$ cat src/rtl/debounce_multi.sv
`default_nettype none
// +----------------------------------------------------------------------------+
// | Module      : debounce_multi                                               |
// | Description : Multi-channel pushbutton/switch debouncer. A shared          |
// |               prescaler produces a sample tick; each channel has a         |
// |               two-flop synchroniser, a 4-state filter FSM, a registered    |
// |               debounced level and registered one-cycle rise/fall pulses.   |
// | Options     : define DEBOUNCE_REPEAT_EN to add per-channel auto-repeat     |
// |               pulses on btn_rise while a channel is held high.             |
// | Revision    : 1.0 - initial release                                        |
// +----------------------------------------------------------------------------+
module debounce_multi #(
   parameter int CHANNELS     = 4,
   parameter int DIV_BITS     = 16,
   parameter int STABLE_TICKS = 4,
   parameter int REPEAT_TICKS = 64
) (
   input  logic                clk,
   input  logic                rst,
   input  logic [CHANNELS-1:0] btn_in,
   output logic [CHANNELS-1:0] btn_db,
   output logic [CHANNELS-1:0] btn_rise,
   output logic [CHANNELS-1:0] btn_fall,
   output logic                tick
);

   // Stable counter must be able to hold STABLE_TICKS itself.
   localparam int                 c_CNT_W       = $clog2(STABLE_TICKS + 1);
   localparam logic [c_CNT_W-1:0] c_STABLE_LAST = c_CNT_W'(STABLE_TICKS);
   localparam logic [c_CNT_W-1:0] c_CNT_ONE     = c_CNT_W'(1);

   // Filter FSM encoding: debounced level is high in STABLE_HI and PEND_LO.
   localparam logic [1:0] c_STABLE_LO = 2'd0;
   localparam logic [1:0] c_PEND_HI   = 2'd1;
   localparam logic [1:0] c_STABLE_HI = 2'd2;
   localparam logic [1:0] c_PEND_LO   = 2'd3;

`ifdef DEBOUNCE_REPEAT_EN
   localparam int                 c_REP_W       = $clog2(REPEAT_TICKS + 1);
   localparam logic [c_REP_W-1:0] c_REPEAT_LAST = c_REP_W'(REPEAT_TICKS);
   localparam logic [c_REP_W-1:0] c_REP_ONE     = c_REP_W'(1);
`endif

   // Reject nonsensical configurations at elaboration time.
   if (CHANNELS < 1 || DIV_BITS < 1 || STABLE_TICKS < 1 || REPEAT_TICKS < 1) begin : g_bad_params
      $error("debounce_multi: all parameters must be >= 1");
   end

   logic [DIV_BITS-1:0] r_presc;
   logic                r_tick;
   logic [CHANNELS-1:0] r_sync1;
   logic [CHANNELS-1:0] r_sync2;

   // Free-running prescaler; tick is registered one cycle after the counter is all-ones.
   always_ff @(posedge clk or posedge rst) begin
      if (rst) begin
         r_presc <= '0;
         r_tick  <= 1'b0;
      end else begin
         r_presc <= r_presc + DIV_BITS'(1);
         r_tick  <= &r_presc;
      end
   end

   assign tick = r_tick;

   // Two-flop synchroniser for the raw asynchronous inputs.
   always_ff @(posedge clk or posedge rst) begin
      if (rst) begin
         r_sync1 <= '0;
         r_sync2 <= '0;
      end else begin
         r_sync1 <= btn_in;
         r_sync2 <= r_sync1;
      end
   end

   for (genvar ch = 0; ch < CHANNELS; ch++) begin : g_ch
      logic [1:0]         r_state;
      logic [1:0]         w_state_next;
      logic [c_CNT_W-1:0] r_cnt;
      logic [c_CNT_W-1:0] w_cnt_next;
      logic [c_CNT_W-1:0] w_cnt_inc;
      logic               r_db;
      logic               r_rise;
      logic               r_fall;
      logic               w_db_next;
      logic               w_rise_next;
      logic               w_fall_next;
      logic               w_sample;
      logic               w_rep_pulse;

      assign w_sample  = r_sync2[ch];
      assign w_cnt_inc = r_cnt + c_CNT_ONE;

      // Filter state and agreeing-sample counter.
      always_ff @(posedge clk or posedge rst) begin
         if (rst) begin
            r_state <= c_STABLE_LO;
            r_cnt   <= '0;
         end else begin
            r_state <= w_state_next;
            r_cnt   <= w_cnt_next;
         end
      end

      // Next state: the filter only moves on sample ticks and holds otherwise.
      always_comb begin
         w_state_next = r_state;
         w_cnt_next   = r_cnt;
         if (r_tick) begin
            case (r_state)
               c_STABLE_LO: begin
                  if (w_sample) begin
                     if (STABLE_TICKS == 1) begin
                        w_state_next = c_STABLE_HI;
                        w_cnt_next   = '0;
                     end else begin
                        w_state_next = c_PEND_HI;
                        w_cnt_next   = c_CNT_ONE;
                     end
                  end
               end
               c_PEND_HI: begin
                  if (w_sample) begin
                     if (w_cnt_inc == c_STABLE_LAST) begin
                        w_state_next = c_STABLE_HI;
                        w_cnt_next   = '0;
                     end else begin
                        w_cnt_next   = w_cnt_inc;
                     end
                  end else begin
                     w_state_next = c_STABLE_LO;
                     w_cnt_next   = '0;
                  end
               end
               c_STABLE_HI: begin
                  if (!w_sample) begin
                     if (STABLE_TICKS == 1) begin
                        w_state_next = c_STABLE_LO;
                        w_cnt_next   = '0;
                     end else begin
                        w_state_next = c_PEND_LO;
                        w_cnt_next   = c_CNT_ONE;
                     end
                  end
               end
               c_PEND_LO: begin
                  if (!w_sample) begin
                     if (w_cnt_inc == c_STABLE_LAST) begin
                        w_state_next = c_STABLE_LO;
                        w_cnt_next   = '0;
                     end else begin
                        w_cnt_next   = w_cnt_inc;
                     end
                  end else begin
                     w_state_next = c_STABLE_HI;
                     w_cnt_next   = '0;
                  end
               end
               default: begin
                  w_state_next = c_STABLE_LO;
                  w_cnt_next   = '0;
               end
            endcase
         end
      end

`ifdef DEBOUNCE_REPEAT_EN
      logic [c_REP_W-1:0] r_rep;
      logic [c_REP_W-1:0] w_rep_inc;
      logic               w_rep_hold;

      assign w_rep_inc   = r_rep + c_REP_ONE;
      assign w_rep_hold  = r_tick && r_db && w_db_next;
      assign w_rep_pulse = w_rep_hold && (w_rep_inc == c_REPEAT_LAST);

      // Repeat counter: counts ticks spent high, cleared on entry, exit and after each repeat.
      always_ff @(posedge clk or posedge rst) begin
         if (rst) begin
            r_rep <= '0;
         end else if (r_tick) begin
            if (w_rep_hold && !w_rep_pulse) begin
               r_rep <= w_rep_inc;
            end else begin
               r_rep <= '0;
            end
         end
      end
`else
      assign w_rep_pulse = 1'b0;
`endif

      // Output decode: level follows the next state, edges compare it with the current level.
      always_comb begin
         w_db_next   = (w_state_next == c_STABLE_HI) || (w_state_next == c_PEND_LO);
         w_rise_next = (w_db_next & ~r_db) | w_rep_pulse;
         w_fall_next = ~w_db_next & r_db;
      end

      // Registered level and one-cycle edge pulses, updated on the transition edge.
      always_ff @(posedge clk or posedge rst) begin
         if (rst) begin
            r_db   <= 1'b0;
            r_rise <= 1'b0;
            r_fall <= 1'b0;
         end else begin
            r_db   <= w_db_next;
            r_rise <= w_rise_next;
            r_fall <= w_fall_next;
         end
      end

      assign btn_db[ch]   = r_db;
      assign btn_rise[ch] = r_rise;
      assign btn_fall[ch] = r_fall;
   end

endmodule
`default_nettype wire

$ cat config.mk
export PLATFORM = sky130hd
export DESIGN_NAME = debounce_multi
export DESIGN_NICKNAME = d
export VERILOG_FILES = /design/src/rtl/debounce_multi.sv
export SDC_FILE = /design/constraint.sdc
export NUM_CORES = 1
export LEC_CHECK = 0
export ABC_AREA = 1
export CAP_MARGIN = 25
export CORE_ASPECT_RATIO = 1.25
export CORE_MARGIN = 3
export CORE_UTILIZATION = 30
export DETAILED_ROUTE_END_ITERATION = 8
export PLACE_DENSITY = 0.44
export SYNTH_ARGS = -nofsm -noshare
export SYNTH_HDL_FRONTEND = slang
export SYNTH_SLANG_ARGS = --single-unit
export TNS_END_PERCENT = 30
$ cat constraint.sdc
create_clock -name clk -period 4.32 [get_ports clk]
set_clock_uncertainty 0.15 [all_clocks]
set_input_delay 0.432 -clock clk [delete_from_list [all_inputs] [get_ports clk]]
set_output_delay 0.432 -clock clk [all_outputs]
set_load 0.005 [all_outputs]
==> results.json <==
{
  "status": "finished, final reports clean",
  "drc": 0,
  "power_density_nw_per_um2": 351,
  "synth_commonest_cells": "57 x dfrtp_1, 53 x nand2_1, 45 x inv_1, 41 x nor2_1, 16 x o21ai_0",
  "numPortBuffers": 18,
  "cts.clk_slew.worst_paths_ns": 0.06,
  "cts_tree": "yes",
  "antenna_found_initial": 0,
  "postCtsSetupBuffers": 0,
  "yosys_most_used_dff": "dfrtp_1",
  "wirelength_um": 4550,
  "dp_hpwl_um": 3290,
  "required_ns": 3.74,
  "crit_buf_inv": 1,
  "synth_top_area_cell": "dfrtp_1",
  "first_global_vias": 1963,
  "synth_nets": 322,
  "gr-total-overflow": 0,
  "area_growth_pct": 16.9,
  "rows": 38,
  "min_path_type": "flip-flop to flip-flop",
  "cp_slowest_stage_delay_ns": 0.62,
  "ant_nets": 0,
  "netlist_instances": 307,
  "clk_latency_ns": 0.32,
  "fin_hold_ws_ns": 0.199,
  "cts_made_buffers": 9,
  "async_flop_share": 1.00,
  "drive_above_1_share": 0.146,
  "ioPinCount": 19,
  "finalCritPeriodShare": 0.494,
  "synth_top_cell_area_share": 0.518,
  "num_antenna_cells": 0,
  "cpLargestDelayFamily": "buffers and inverters",
  "yosysUniqueCellTypes": 24,
  "wl_per_cell_um": 10.1,
  "max_freq_mhz": 469,
  "slowest_stage": "clkdlybuf4s50_1",
  "dr.pass1.iters": 4,
  "vias": 1881,
  "postCtsHoldBufs": 0,
  "maxCapViolations": 0,
  "worstPathCellList": "clkdlybuf4s50_1",
  "critical_path_class": "flip-flop to output port",
  "seq_area_frac_synth": 0.518,
  "fin_ws_ns": 2.19,
  "synth_edf_count": 0,
  "fill_cells": 914,
  "initial_core_util": 0.313,
  "cp_max_fo": 10,
  "synth.avg_cell_area_um2": 8.96,
  "vias_per_cell": 4.20,
  "setup_viol": 0,
  "routabilityCongestion": 0.719,
  "cts-root-buf": "clkbuf_8",
  "cp-end-kind": "output port",
  "die-height_um": 113,
  "slew_headroom": 0.528,
  "synth_area_leaders": "dfrtp_1 52%, nand2_1 7.2%, inv_1 6.1%",
  "ys_ff_latch": 57,
  "cts_buffer_depth": 2,
  "grt_pass1_wl_um": 8450,
  "grt_max_degree": 34,
  "cts_htree_levels": 3,
  "p_leak_nw": 1.68,
  "start_kind": "flip-flop",
  "die_w_um": 91.7,
  "peakVddDrop_mv": 0.125,
  "ys_warn_count": 0,
  "place_ws_ns": 2.38,
  "core_um2": 8800,
  "finalSetupTns_ns": 0,
  "post-route-min-period_ns": 2.13,
  "cts_resized": 0,
  "nets": 339,
  "power_mw": 1.13,
  "first_iter_violations": 65,
  "hold_viol_final": 0,
  "groute.usage.overall": 0.102,
  "clock_sinks": 57,
  "synth_area_um2": 2750,
  "die_area_um2": 10400,
  "slew_viol_final": 0,
  "crit_arrival_ns": 1.55,
  "yosysMostFrequentCell": "dfrtp_1",
  "worst_slew_pin_slew_ns": 0.707,
  "rsz0062_at_grt": "false"
}
-- worst paths after layout --
check / startpoint / to / slack (ns) / depth (start not counted)
min in group asynchronous: rst / r_presc[9] / 0.39 / 2
max in group asynchronous: rst / g_ch[0].r_cnt[0] / 2.84 / 3
hold reg to reg: r_sync1[2] / r_sync2[2] / 0.20 / 0
setup reg to reg: g_ch[0].r_cnt[0] / g_ch[0].r_fall / 2.81 / 7
hold / removal: r_sync1[2] / r_sync2[2] / 0.20 / 0
setup / recovery: tick / tick / 2.19 / 1
-- stage by stage --
stage          instances  utilization  instance area [µm²]
2_1_floorplan        307            -                 2750
3_3_place_gp         433        0.340                 2990
3_5_place_dp         433        0.340                 2990
4_1_cts              448        0.366                 3220
5_1_grt              448        0.366                 3220
6_report             448        0.366                 3220
-- layer usage --
layer | GRT usage | vias to the layer above | share of wire
met5 | 0 | - | 0
li1 | - | 965 | -
met1 | 0.118 | 895 | 0.44
met3 | 0.0326 | 6 | 0.040
met2 | 0.170 | 15 | 0.50
met4 | 0.0513 | 0 | 0.017
-- cell type report --
cell class | instances | area [µm²] | share of cell area
Multi-Input combinational cell | 187 | 1030 | 0.321
Inverter | 50 | 191 | 0.0595
Clock buffer | 13 | 169 | 0.0525
Timing Repair Buffer | 19 | 188 | 0.0583
Tap cell | 120 | 150 | 0.0467
Sequential cell | 57 | 1430 | 0.443
Clock inverter | 2 | 60.1 | 0.0187
-- registers in the layout (all words and copies together) (netlist names) --
register      count
g_ch.r_cnt       12
g_ch.r_db         4
g_ch.r_fall       4
g_ch.r_rise       4
g_ch.r_state      8
r_presc          16
r_sync1           4
r_sync2           4
tick              1
-- where the power goes --
group	total [mW]	internal (mW)	switching, mW
registers	0.540	0.538	0.00201
clock network	0.568	0.369	0.199
logic	0.0209	0.00588	0.0150
-- placed cells by master, fill, tap and decap left out, types with 5 or more instances in the layout --
cell,netlist,final
inv_1,45,44
nor2_1,41,41
o21ai_1,5,5
nand4_1,8,8
ha_1,9,9
clkdlybuf4s50_1,0,18
dfrtp_1,57,57
o21ai_0,16,16
xnor2_1,5,5
nand2_2,12,12
nor2_2,5,5
nand2_1,53,53
xor2_1,6,6
nand3_1,13,13
clkbuf_8,0,12
-- cell families (layout without fill, tap and decap cells) --
logic type	Yosys count	count (layout)	synth area share
XOR/XNOR	11	11	0.0350
adder cells (fa/ha/maj)	9	9	0.0409
AND/OR/NAND/NOR	145	145	0.259
AO/OA/AOI/OAI	22	22	0.0400
buffers and inverters	63	84	0.106
flip-flops	57	57	0.518
(Power assumes the default switching activity.)
